[src/rtl/ud_sweep_pkg.sv]
// Shared types and default sizes for the up/down sweep controller.
package ud_sweep_pkg;

  localparam int unsigned DEFAULT_WIDTH = 4;
  localparam int unsigned DEFAULT_NSW_W = 4;

  typedef enum logic [1:0] {
    ST_IDLE = 2'd0,
    ST_UP   = 2'd1,
    ST_DOWN = 2'd2
  } state_e;

endpackage

[src/rtl/ud_step_counter.sv]
// WIDTH-bit up/down counter datapath; load has priority over count enable.
module ud_step_counter
  import ud_sweep_pkg::*;
#(
  parameter int unsigned WIDTH = DEFAULT_WIDTH
) (
  input  logic             clk,
  input  logic             rst,
  input  logic             en,
  input  logic             dir,
  input  logic             load,
  input  logic [WIDTH-1:0] d,
  output logic [WIDTH-1:0] q
);

  logic [WIDTH-1:0] cnt_q;
  logic [WIDTH-1:0] cnt_d;

  always_comb begin
    cnt_d = cnt_q;
    if (load) begin
      cnt_d = d;
    end else if (en) begin
      cnt_d = dir ? (cnt_q + WIDTH'(1)) : (cnt_q - WIDTH'(1));
    end
  end

  always_ff @(posedge clk or posedge rst) begin
    if (rst) begin
      cnt_q <= '0;
    end else begin
      cnt_q <= cnt_d;
    end
  end

  assign q = cnt_q;

endmodule

[src/rtl/ud_sweep_ctrl.sv]
// Triangular lo..hi..lo sweep sequencer driving ud_step_counter, with
// start/stop handshake, finite or continuous sweep count, done/err pulses.
module ud_sweep_ctrl
  import ud_sweep_pkg::*;
#(
  parameter int unsigned WIDTH = DEFAULT_WIDTH,
  parameter int unsigned NSW_W = DEFAULT_NSW_W
) (
  input  logic             clk,
  input  logic             rst,
  input  logic             start,
  input  logic             stop,
  input  logic [WIDTH-1:0] lo,
  input  logic [WIDTH-1:0] hi,
  input  logic [NSW_W-1:0] sweeps,
  output logic [WIDTH-1:0] q,
  output logic             up,
  output logic             busy,
  output logic             done,
  output logic             err,
  output logic [NSW_W-1:0] sweep_cnt
);

  state_e           state_q, state_d;
  logic [WIDTH-1:0] lo_q, lo_d;
  logic [WIDTH-1:0] hi_q, hi_d;
  logic [NSW_W-1:0] sweeps_q, sweeps_d;
  logic [NSW_W-1:0] sweep_cnt_q, sweep_cnt_d;
  logic             up_q, up_d;
  logic             busy_q, busy_d;
  logic             done_q, done_d;
  logic             err_q, err_d;

  logic             cnt_en_c;
  logic             cnt_dir_c;
  logic             cnt_load_c;
  logic [WIDTH-1:0] cnt_d_c;
  logic [WIDTH-1:0] cnt_q;
  logic [NSW_W-1:0] sweep_inc_c;

  assign sweep_inc_c = sweep_cnt_q + NSW_W'(1);

  ud_step_counter #(
    .WIDTH(WIDTH)
  ) u_cnt (
    .clk (clk),
    .rst (rst),
    .en  (cnt_en_c),
    .dir (cnt_dir_c),
    .load(cnt_load_c),
    .d   (cnt_d_c),
    .q   (cnt_q)
  );

  // Next-state, counter control and pulse generation; stop outranks bound hits.
  always_comb begin
    state_d     = state_q;
    lo_d        = lo_q;
    hi_d        = hi_q;
    sweeps_d    = sweeps_q;
    sweep_cnt_d = sweep_cnt_q;
    up_d        = up_q;
    done_d      = 1'b0;
    err_d       = 1'b0;
    cnt_en_c    = 1'b0;
    cnt_dir_c   = 1'b1;
    cnt_load_c  = 1'b0;
    cnt_d_c     = lo;

    unique case (state_q)
      ST_IDLE: begin
        if (start) begin
          if (lo < hi) begin
            lo_d        = lo;
            hi_d        = hi;
            sweeps_d    = sweeps;
            sweep_cnt_d = '0;
            up_d        = 1'b1;
            cnt_load_c  = 1'b1;
            state_d     = ST_UP;
          end else begin
            err_d = 1'b1;
          end
        end
      end
      ST_UP: begin
        if (stop) begin
          up_d    = 1'b1;
          state_d = ST_IDLE;
        end else if (cnt_q == hi_q) begin
          cnt_en_c  = 1'b1;
          cnt_dir_c = 1'b0;
          up_d      = 1'b0;
          state_d   = ST_DOWN;
        end else begin
          cnt_en_c = 1'b1;
        end
      end
      ST_DOWN: begin
        if (stop) begin
          up_d    = 1'b1;
          state_d = ST_IDLE;
        end else if (cnt_q != lo_q) begin
          cnt_en_c  = 1'b1;
          cnt_dir_c = 1'b0;
        end else begin
          sweep_cnt_d = sweep_inc_c;
          up_d        = 1'b1;
          if ((sweeps_q != '0) && (sweep_inc_c == sweeps_q)) begin
            done_d  = 1'b1;
            state_d = ST_IDLE;
          end else begin
            cnt_en_c = 1'b1;
            state_d  = ST_UP;
          end
        end
      end
      default: begin
        state_d = ST_IDLE;
      end
    endcase

    busy_d = (state_d != ST_IDLE);
  end

  always_ff @(posedge clk or posedge rst) begin
    if (rst) begin
      state_q     <= ST_IDLE;
      lo_q        <= '0;
      hi_q        <= '0;
      sweeps_q    <= '0;
      sweep_cnt_q <= '0;
      up_q        <= 1'b1;
      busy_q      <= 1'b0;
      done_q      <= 1'b0;
      err_q       <= 1'b0;
    end else begin
      state_q     <= state_d;
      lo_q        <= lo_d;
      hi_q        <= hi_d;
      sweeps_q    <= sweeps_d;
      sweep_cnt_q <= sweep_cnt_d;
      up_q        <= up_d;
      busy_q      <= busy_d;
      done_q      <= done_d;
      err_q       <= err_d;
    end
  end

  assign q         = cnt_q;
  assign up        = up_q;
  assign busy      = busy_q;
  assign done      = done_q;
  assign err       = err_q;
  assign sweep_cnt = sweep_cnt_q;

endmodule

[config.mk]
export PLATFORM = sky130hd
export DESIGN_NAME = ud_sweep_ctrl
export DESIGN_NICKNAME = d
export VERILOG_FILES = /design/src/rtl/ud_sweep_pkg.sv /design/src/rtl/ud_step_counter.sv /design/src/rtl/ud_sweep_ctrl.sv
export SDC_FILE = /design/constraint.sdc
export NUM_CORES = 1
export LEC_CHECK = 0
export CAP_MARGIN = 20
export CORE_ASPECT_RATIO = 1.25
export CORE_UTILIZATION = 50
export CTS_BUF_LIST = sky130_fd_sc_hd__clkbuf_2
export DETAILED_ROUTE_END_ITERATION = 16
export GPL_ROUTABILITY_DRIVEN = 0
export GPL_TIMING_DRIVEN = 0
export PLACE_DENSITY = 0.85
export RECOVER_POWER = 100
export SYNTH_ARGS = -nofsm -noshare
export SYNTH_HDL_FRONTEND = slang
export SYNTH_SLANG_ARGS = --single-unit
[constraint.sdc]
create_clock -name clk -period 6.64 [get_ports clk]
set_input_delay 1.328 -clock clk [delete_from_list [all_inputs] [get_ports clk]]
set_output_delay 1.328 -clock clk [all_outputs]
set_load 0.05 [all_outputs]
==> out/results.env, run 1 <==
OUTCOME='completed'
INTERNAL-POWER_uW=419.6
WORSTSETUPENDPOINTTYPE='register'
CTS-BUFFERS-INSERTED=3
NETLIST-CELL-TYPE-COUNT=52
HTREEDEPTH=1
CTS_ROOT_BUFFER='clkbuf_2'
SYNTH-EDFF-COUNT=0
SYNTH_AREA_SQ_MM=0.001664
NETSW_uW=338.2
FF2FF_SETUP_SLACK_NS=4.05
ASYNC_RESET_FF_SHARE_PCT=100.0
POST_CTS_HOLD_BUFFER_COUNT=0
FINAL_NET_COUNT=213
FINAL-SETUP-VIOL-COUNT=0
POST_CTS.REPAIR.SETUP_BUFFERS=0
MAX-VDD-IR-DROP_mV=0.2741
DRT-WIRELENGTH-PER-CELL_UM=15.42
DIE_HEIGHT_UM=66.50
FINAL_MIN_PERIOD_OVER_CLOCK_PERIOD_PCT=56.39
WORST-SLEW-PIN-TRANSITION_NS=1.011
CRIT_PATH_MAX_FANOUT=10
YOSYSSEQAREASHARE_PCT=39.17
TIMING.SLEW.HEADROOM_PCT=32.61
STARTPOINT_TYPE='input pin'
WORST_SKEW_PAIR.LATE_LATENCY_NS=0.37
POWER-PER-CELL-AREA_mW_PER_MM2=385.8
PERIOD_MINUS_SLACK_NS=3.744
CLOCK-SKEW-FINAL_NS=0.01469
POWER.CLOCK.FRACTION_PCT=8.1
POSTSYNTH.TOPFLOPCELL='dfrtp_1'
POSTSYNTHREGISTERBITS=26
RESIZE_COUNT_POST_CTS=0
DIODES=0
DIE-WIDTH_UM=53.60
SYNTHTOLAYOUTAREAGROWTH_PCT=18.04
RSZ0062_AT_GRT='no'
ROW_COUNT=23
BUFFER_PORTS.INSERTED=27
CTS_TREE='done'
DIE_FOOTPRINT_SQ_MM=0.003564
SHARE_OF_FINAL_LAYOUT_STANDARD_CELLS_STRONGER_THAN_DRIVE_STRENGTH_1_PCT=8.649
GROUTE.USAGE.OVERALL_PCT=22.32
POSTSYNTHNETCOUNT=180
CTS_NUM_SINKS=26
NUMBER_OF_REMAINING_DRC_ERRORS=0
ROUTE.VIAS.TOTAL=1254
ANTENNA_FOUND_INITIAL=0
HPWLAFTERDP_MM=2.626
SYN_WARNINGS=0
POST_DRT_VIA_CELL_RATIO=5.649
DESIGN_AREA_SQ_MM=0.001964
CLK_PIN_SLEW_WORST_PATHS_NS=0.25
GRT_PASS1_VIAS=1292
FILL_CELL_COUNT=288
FINAL.HOLD.WORST_SLACK_NS=0.5117
POSTSYNTHCELLCOUNT=153
DPL_CELL_AREA_SQ_MM=0.001981
GRT_MAX_DEGREE=27
MAX_CLOCK_FREQ_GHz=0.2671
FINAL_MAX_SLEW_VIOL_COUNT=0
DESIGN.PORTCOUNT=28
AVERAGE_CELL_AREA_AFTER_SYNTHESIS_SQ_UM=10.88
DRT_FIRST_ITER_VIOLATIONS=37
GLOBAL_ROUTE_WIRE_LENGTH_BEFORE_REPAIR_MM=5.720
CTSLONGESTPATHBUFFERS=2
POWER.SHARE.SWITCHING_PCT=44.63
COMBINATIONALPOWERSHARE_PCT=55.7
CP_DATA_REQUIRED_TIME_NS=6.92
ANT_NETS=0
TOTAL_NEGATIVE_SLACK_NS=0
TIMING_HOLD_VIOLATIONS_FINAL=0
SEQPWRFRAC_PCT=36.2
MAXCAPVIOLATIONS=0
CELLLEAKAGEPOWER_uW=0.0008512
INITIAL_UTILIZATION_PCT=52.10
WORST_EP_ARRIVAL_TIME_NS=4.02
GLOBALROUTEOVERFLOWTOTAL=0
HOLD_CLASS='reg2reg'
TOTALWIRELENGTH_MM=3.423
CRITICAL_PATH_CLASS='in2reg'
DRT_PASS_1_ITERS=4
CORE-AREA_SQ_MM=0.003194
==> final timing paths <==
kind                       startpoint     endpoint  depth (start not counted)
hold / removal                     up           up                          2
min in group asynchronous         rst  sweeps_q[2]                          2
hold reg to reg                    up           up                          2
setup reg to reg           state_q[0]   u_cnt.q[3]                         11
max in group asynchronous         rst      hi_q[0]                          3
setup / recovery                hi[1]   u_cnt.q[2]                          7
==> per-stage QoR <==
| stage | power [uW] | utilization [%] | instances | setup slack, ns |
|---|---|---|---|---|
| finish | 757.8 | 61.50 | 222 | 2.896 |
| global route | 814.1 | 61.50 | 222 | 2.579 |
| CTS | 785.4 | 62.59 | 221 | 3.485 |
| detailed placement | 725.1 | 62.01 | 217 | 3.076 |
| global placement | 705.0 | 62.01 | 217 | 3.136 |
| floorplan | 610.7 | - | 153 | 3.781 |
==> metal layers <==
layer / vias up / global-route usage (%) / wire length, um
li1: 610 / - / -
met1: 603 / 27.03 / 1461
met2: 34 / 38.75 / 1784
met3: 7 / 2.511 / 111
met4: 0 / 9.539 / 67
met5: - / 0 / 0
==> cell usage in the layout (no fill, tap or decap), types with 4 or more instances in the layout <==
cell	synthesis	routed
o21ai_0	3	9
a21oi_1	3	4
dfrtp_1	25	25
dlygate4sd3_1	0	14
mux2_1	10	10
xnor2_1	13	13
inv_1	12	12
nor2_1	8	8
ha_1	10	10
nand2_1	6	6
clkdlybuf4s50_1	0	13
o21ai_1	10	4
==> registers in the layout, summed over array words and instances, names as in the netlist <==
register,cells
sweep_cnt,4
u_cnt.q,4
state_q,2
done,1
sweeps_q,4
err,1
up,1
busy,1
hi_q,4
lo_q,4
==> logic make-up after synthesis <==
kind of cell	Yosys count	share of synthesized area, %
compound gates	38	18.57
xor+xnor	15	8.346
fa+ha+maj	11	8.722
buf+inv	17	5.037
flops	26	39.17
mux	13	8.947
simple gates	33	11.20
==> synthesized netlist by cell type, types with 2 or more instances <==
cell type / count / area, sq um
a221o_1: 2 / 20.02
nand2_1: 6 / 22.52
nor3_1: 2 / 10.01
nor3b_1: 2 / 15.01
nand3_1: 3 / 15.01
inv_1: 12 / 45.04
nand4_1: 2 / 12.51
a21oi_1: 3 / 15.01
mux2_1: 10 / 112.6
o21ai_0: 3 / 15.01
ha_1: 10 / 125.1
nor2b_1: 2 / 12.51
xnor2_1: 13 / 113.9
a21o_1: 2 / 15.01
dfrtp_1: 25 / 625.6
buf_6: 2 / 22.52
o21ai_1: 10 / 50.05
nand2b_1: 3 / 18.77
nor2_1: 8 / 30.03
==> critical path, cell delays in order <==
cell,delay (ns)
dlygate4sd3_1,0.55
inv_1,0.05
ha_1,0.26
a2111oi_0,0.72
o21ba_2,0.23
clkbuf_1,0.47
mux2_2,0.41
==> area by class of cell <==
class                      instances  area (sq um)  area share (%)
clock inverter                     1         3.754          0.1911
tap                               37         46.29           2.357
buffer                             4         30.03           1.529
clock buffer                       3         15.01          0.7643
sequential                        26         651.9           33.18
timing repair buffer              28         274.0           13.95
multi-input combinational        110         894.6           45.54
inverter                          13         48.80           2.484
==> power groups by stage <==
stage	Clock [uW]	Combinational (uW)	Sequential, uW
6_report	61.4	422	274
3_5_place_dp	0	446	279
2_1_floorplan	0	277	334
3_3_place_gp	0	430	275
5_1_grt	66.8	465	283
4_1_cts	61.8	449	275
Note: power is estimated with default switching activity, not from simulation.
==> run 2: changes to the inputs <==
==> constraint.sdc (replaced) <==
create_clock -name clk -period 3.55 [get_ports clk]
set_input_delay 0.71 -clock clk [delete_from_list [all_inputs] [get_ports clk]]
set_output_delay 0.71 -clock clk [all_outputs]
set_load 0.05 [all_outputs]
==> run 2 against run 1 <==
Via count grew 0.48%. Sequential share of layout area shrank 0.15 points. Final area is 0.45% higher. Clock power rose by 86%. Routed wire length down 0.18%. Clock skew decreased by 0.0039 ns. Global-route usage stayed put. Count of clock-buffer cells in the layout unchanged. Register-to-register slack worse by 3.1 ns. Largest cell class unchanged.
==> out/results.env, run 2 (synthesis results as in run 1) <==
FINAL-SETUP-VIOL-COUNT=0
HOLD_CLASS='reg2reg'
FINAL_CELL_MIX='dfrtp_1 (25), clkdlybuf4s50_1 (14), xnor2_1 (13), dlygate4sd3_1 (13), inv_1 (12)'
WORST-SLEW-PIN-TRANSITION_NS=1.009
TOTAL_NEGATIVE_SLACK_NS=0
CRITICAL_PATH.STARTPOINT='hi[1]'
FINAL_MIN_PERIOD_OVER_CLOCK_PERIOD_PCT=80.16
FINAL_NET_COUNT=213
DIE-WIDTH_UM=53.60
SYNTHTOLAYOUTAREAGROWTH_PCT=18.57
GLOBALROUTEOVERFLOWTOTAL=0
ANTENNA_FOUND_INITIAL=0
WORSTSETUPENDPOINTTYPE='register'
CTSLONGESTPATHBUFFERS=2
WORSTREG2REGEND='u_cnt.q[3]'
GROUTE.USAGE.OVERALL_PCT=22.32
PLACE_INST=217
CELLLEAKAGEPOWER_uW=0.0008590
CP_DATA_REQUIRED_TIME_NS=3.84
HTREEDEPTH=1
POWER-PER-CELL-AREA_mW_PER_MM2=721.6
COMBINATIONALPOWERSHARE_PCT=55.9
WORST_EP_ARRIVAL_TIME_NS=3.14
OUTCOME='completed'
RESIZE_COUNT_POST_CTS=0
ROW_COUNT=23
PERIOD_MINUS_SLACK_NS=2.846
CTS_ROOT_BUFFER='clkbuf_2'
DESIGN.PORTCOUNT=28
CTS_TREE='done'
POST_DRT_VIA_CELL_RATIO=5.676
STORAGE_CELL_AREA_SQ_UM=651.9
BUFFER_PORTS.INSERTED=27
HPWLAFTERDP_MM=2.626
DRT_PASS_1_ITERS=6
TIMING_HOLD_VIOLATIONS_FINAL=0
CRITICAL_PATH_CLASS='in2reg'
MOST_COMMON_CELL_AFTER_LAYOUT_FILL_AND_TAPS_ASIDE='dfrtp_1'
FILL_CELL_COUNT=286
SHARE_OF_FINAL_LAYOUT_STANDARD_CELLS_STRONGER_THAN_DRIVE_STRENGTH_1_PCT=10.27
DRT_FIRST_ITER_VIOLATIONS=25
WORST_HOLD_PATH.ENDPOINT='up'
STDCELL_COUNT=222
INTERNAL-POWER_uW=789.6
ROUTE.VIAS.TOTAL=1260
MULTI_INPUT_AREA_SQ_UM=898.4
MAX_CLOCK_FREQ_GHz=0.3514
POST_CTS_HOLD_BUFFER_COUNT=0
WORST_SKEW_PAIR.LATE_LATENCY_NS=0.36
MAX-VDD-IR-DROP_mV=0.5162
NETSW_uW=634.2
POWER.CLOCK.FRACTION_PCT=8.0
NUMBER_OF_CELLS_TRAVERSED_BY_THE_WORST_REGISTER_TO_REGISTER_PATH=11
CLK_PIN_SLEW_WORST_PATHS_NS=0.24
DIE_HEIGHT_UM=66.50
DRT-WIRELENGTH-PER-CELL_UM=15.39
FINAL_MAX_SLEW_VIOL_COUNT=0
STARTPOINT_TYPE='input pin'
GLOBAL_ROUTE_WIRE_LENGTH_BEFORE_REPAIR_MM=5.720
HOLD_PATH_DEPTH=2
NUMBER_OF_REMAINING_DRC_ERRORS=0
CLOCK-SKEW-FINAL_NS=0.01075
TIMING.SLEW.HEADROOM_PCT=32.72
MAXCAPVIOLATIONS=0
FF2FF_SETUP_SLACK_NS=0.95
CTS_NUM_SINKS=26
DIE_FOOTPRINT_SQ_MM=0.003564
INITIAL_UTILIZATION_PCT=52.10
ANT_NETS=0
POWER.SHARE.SWITCHING_PCT=44.54
CTS-BUFFERS-INSERTED=3
CORE-AREA_SQ_MM=0.003194
GRT_MAX_DEGREE=27
HP-START='up'
CRITICAL_PATH.REG2REG.STARTPOINT='state_q[0]'
DIODES=0
CRIT_PATH_MAX_FANOUT=7
POST_CTS.REPAIR.SETUP_BUFFERS=0
SEQPWRFRAC_PCT=36.1
TOTALWIRELENGTH_MM=3.417
GRT_PASS1_VIAS=1292
RSZ0062_AT_GRT='no'
## run 2: worst max path at each step
stage                              end  slack (ns)  cells after the start
final                     sweep_cnt[3]        0.70                      8
after global routing      sweep_cnt[2]        0.46                      8
after CTS                   u_cnt.q[3]        0.96                     11
after detailed placement    u_cnt.q[3]        0.60                     10
after global placement      u_cnt.q[3]        0.66                     10
after floorplan             u_cnt.q[3]         1.0                     10
## run 2: cell type report
cell class              instances  share of cell area [%]
inverters                      13                   2.473
plain buffers                   4                   1.776
repair buffers                 28                   13.89
clock inverters                 1                  0.1902
clock buffers                   3                  0.7609
multi-input cells             110                   45.53
well taps                      37                   2.346
flip-flops and latches         26                   33.04
## run 2: through the flow
stage	hold WS, ns	utilization [%]	total power, uW	setup slack, ns	cell area, sq um
after floorplan	0.4713	-	1142	0.9975	1664
after global placement	0.4805	62.01	1319	0.6644	1981
after detailed placement	0.4872	62.01	1356	0.6040	1981
after CTS	0.5144	62.59	1469	0.9572	1999
after global routing	0.5499	61.77	1529	0.4592	1973
final	0.5100	61.77	1424	0.7044	1973
## run 2: routing by layer
layer | vias up | track usage [%] | part of all wire (%)
li1 | 607 | - | -
met1 | 604 | 27.03 | 42
met5 | - | 0 | 0
met2 | 40 | 38.75 | 53
met4 | 0 | 9.539 | 2.2
met3 | 9 | 2.511 | 3.4
## run 2: power by group through the flow
stage	registers, uW	clock network, uW	logic (uW)
floorplan	624	0	518
global placement	515	0	804
detailed placement	522	0	835
CTS	515	116	839
global route	529	125	875
finish	513	114	797
## run 2: critical path, stage by stage
cell and delay, ns:
clkdlybuf4s50_1 0.48, inv_1 0.05, ha_1 0.26, a2111oi_0 0.76, o21ai_1 0.23, a21oi_2 0.34
nand2_1 0.08, a32o_1 0.21
==> run 3: changes to the inputs <==
==> constraint.sdc (replaced) <==
create_clock -name clk -period 2.7 [get_ports clk]
set_input_delay 0.54 -clock clk [delete_from_list [all_inputs] [get_ports clk]]
set_output_delay 0.54 -clock clk [all_outputs]
set_load 0.05 [all_outputs]
==> run 3 against run 2 <==
Sequential share of layout area fell by 0.58 points. First-iteration DRC count rose by 28%. Core utilization rose by 1.1 points. Via count rose by 0.24%.
==> out/results.env, run 3 (synthesis results as in run 1) <==
WORST_EP_ARRIVAL_TIME_NS=2.80
HTREEDEPTH=1
ROUTE.VIAS.TOTAL=1263
GLOBALROUTEOVERFLOWTOTAL=0
STARTPOINT_TYPE='register'
WORST-SLEW-PIN-TRANSITION_NS=1.008
FINAL.HOLD.WORST_SLACK_NS=0.5113
CRIT_PATH_MAX_FANOUT=5
GLOBAL_ROUTE_WIRE_LENGTH_BEFORE_REPAIR_MM=5.720
FINAL_CELL_MIX='dfrtp_1 (25), dlygate4sd3_1 (14), xnor2_1 (13), clkdlybuf4s50_1 (13), inv_1 (12)'
POST_DRT_VIA_CELL_RATIO=5.638
WORSTSETUPENDPOINTTYPE='register'
FINALWORSTSETUPSLACK_NS=0.1768
CTS_ROOT_BUFFER='clkbuf_2'
PRE_CTS_SLACK_NS=-0.07604
SHARE_OF_FINAL_LAYOUT_STANDARD_CELLS_STRONGER_THAN_DRIVE_STRENGTH_1_PCT=11.76
HOLD_CLASS='reg2reg'
TOTAL_NEGATIVE_SLACK_NS=0
MAX-VDD-IR-DROP_mV=0.6761
CTS_TREE='done'
SYNTHTOLAYOUTAREAGROWTH_PCT=20.68
ANTENNA_FOUND_INITIAL=0
MOST_COMMON_CELL_AFTER_LAYOUT_FILL_AND_TAPS_ASIDE='dfrtp_1'
DRT_FIRST_ITER_VIOLATIONS=32
FF2FF_SETUP_SLACK_NS=0.18
CP_DATA_REQUIRED_TIME_NS=2.98
POWER-PER-CELL-AREA_mW_PER_MM2=941.2
WORSTREG2REGEND='u_cnt.q[3]'
FINAL_NET_COUNT=215
GROUTE.USAGE.OVERALL_PCT=22.32
PATH_COMMON_CELL='xnor2_1'
STDCELL_COUNT=224
HPWLAFTERDP_MM=2.626
FINAL_MAX_SLEW_VIOL_COUNT=0
RSZ0062_AT_GRT='no'
DESIGN.PORTCOUNT=28
NUMBER_OF_CELLS_TRAVERSED_BY_THE_WORST_REGISTER_TO_REGISTER_PATH=10
CTS-BUFFERS-INSERTED=3
CORE-AREA_SQ_MM=0.003194
MAXCAPVIOLATIONS=0
DIE-WIDTH_UM=53.60
CRITICAL_PATH.REG2REG.STARTPOINT='u_cnt.q[0]'
DRT-WIRELENGTH-PER-CELL_UM=15.22
CRITICAL_PATH_CLASS='reg2reg'
CTSLONGESTPATHBUFFERS=2
GRT_PASS1_VIAS=1292
PLACE_INST=217
ROW_COUNT=23
CLOCK-SKEW-FINAL_NS=0.01568
MAX_CLOCK_FREQ_GHz=0.3963
INITIAL_UTILIZATION_PCT=52.10
BUFFER_PORTS.INSERTED=27
GRT_MAX_DEGREE=27
DIODES=0
DIE_FOOTPRINT_SQ_MM=0.003564
DRT_PASS_1_ITERS=5
CPMAXSTAGEDELAYCELL='dfrtp_1'
NUMBER_OF_REMAINING_DRC_ERRORS=0
FILL_CELL_COUNT=281
CLK_PIN_SLEW_WORST_PATHS_NS=0.25
WORST_SKEW_PAIR.LATE_LATENCY_NS=0.37
CELLLEAKAGEPOWER_uW=0.0008669
CTS_NUM_SINKS=26
FINAL_MIN_PERIOD_OVER_CLOCK_PERIOD_PCT=93.45
WORST_PATH_MAX_STAGE_DELAY_NS=0.44
FINAL-SETUP-VIOL-COUNT=0
WORSTSETUPENDPOINT='u_cnt.q[3]'
TIMING.CRITICAL_PATH.CELLS='buf_6, xnor2_1, nand4_1, o22ai_2, ha_1, a21o_1, a21oi_1, xnor2_1, a21boi_1, o31a_1'
PERIOD_MINUS_SLACK_NS=2.523
TOTALWIRELENGTH_MM=3.409
CRITICAL_PATH.STARTPOINT='u_cnt.q[0]'
ANT_NETS=0
OUTCOME='completed'
TIMING.SLEW.HEADROOM_PCT=32.80
TIMING_HOLD_VIOLATIONS_FINAL=0
DIE_HEIGHT_UM=66.50
run 3: cell count changes in the layout (fill, tap and decap cells not counted), sizes merged:
| cell | before | now |
|---|---|---|
| clkbuf | 4 | 5 |
| buf | 4 | 5 |
| dlygate4sd3 | 13 | 14 |
| clkdlybuf4s50 | 14 | 13 |
run 3: how the worst min path moves through the flow:
stage	cells past startpoint	startpoint	slack (ns)	end
finish	2	up	0.51	up
global route	2	up	0.55	up
CTS	2	up	0.51	up
detailed placement	2	up	0.49	up
global placement	2	up	0.48	up
floorplan	1	sweeps_q[3]	0.47	sweeps_q[3]
run 3: worst max-delay path: cells and delay by family (launching register included):
family          cells  cell delay (ns)
xor+xnor            2             0.33
compound gates      5             1.03
buf+inv             1             0.14
simple gates        1             0.23
flops               1             0.44
fa+ha+maj           1             0.28
run 3: stage by stage:
stage / util [%] / power (uW) / cell area (sq um)
after floorplan: - / 1502 / 1664
after global placement: 62.01 / 1734 / 1981
after detailed placement: 62.01 / 1783 / 1981
after CTS: 62.59 / 1932 / 1999
after global routing: 62.87 / 2027 / 2008
final: 62.87 / 1890 / 2008
run 3: cell type report:
| class | instances | area, sq um | share of cell area [%] |
|---|---|---|---|
| sequential | 26 | 651.9 | 32.46 |
| clock buffer | 3 | 15.01 | 0.7477 |
| multi-input combinational | 110 | 919.6 | 45.79 |
| tap | 37 | 46.29 | 2.305 |
| buffer | 4 | 33.78 | 1.682 |
| inverter | 13 | 48.80 | 2.430 |
| timing repair buffer | 30 | 289.0 | 14.39 |
| clock inverter | 1 | 3.754 | 0.1869 |
run 3: power breakdown:
group	switching, uW	internal [uW]
Sequential	134	539
Clock	119	32.2
Combinational	587	479
Total	840	1050
run 3: layer usage:
| layer | track usage, % | vias to the layer above | wire length [um] | share of wire (%) |
|---|---|---|---|---|
| li1 | - | 613 | - | - |
| met5 | 0 | - | 0 | 0 |
| met4 | 9.539 | 0 | 67 | 2.0 |
| met3 | 2.511 | 7 | 98 | 2.9 |
| met1 | 27.03 | 610 | 1441 | 42 |
| met2 | 38.75 | 33 | 1801 | 53 |
run 3: repair_timing:
item | CTS | global route
buffers inserted | 0 | 2
hold buffers | 0 | 0
setup endpoints to repair | 0 | 1
resized for setup | 0 | 1
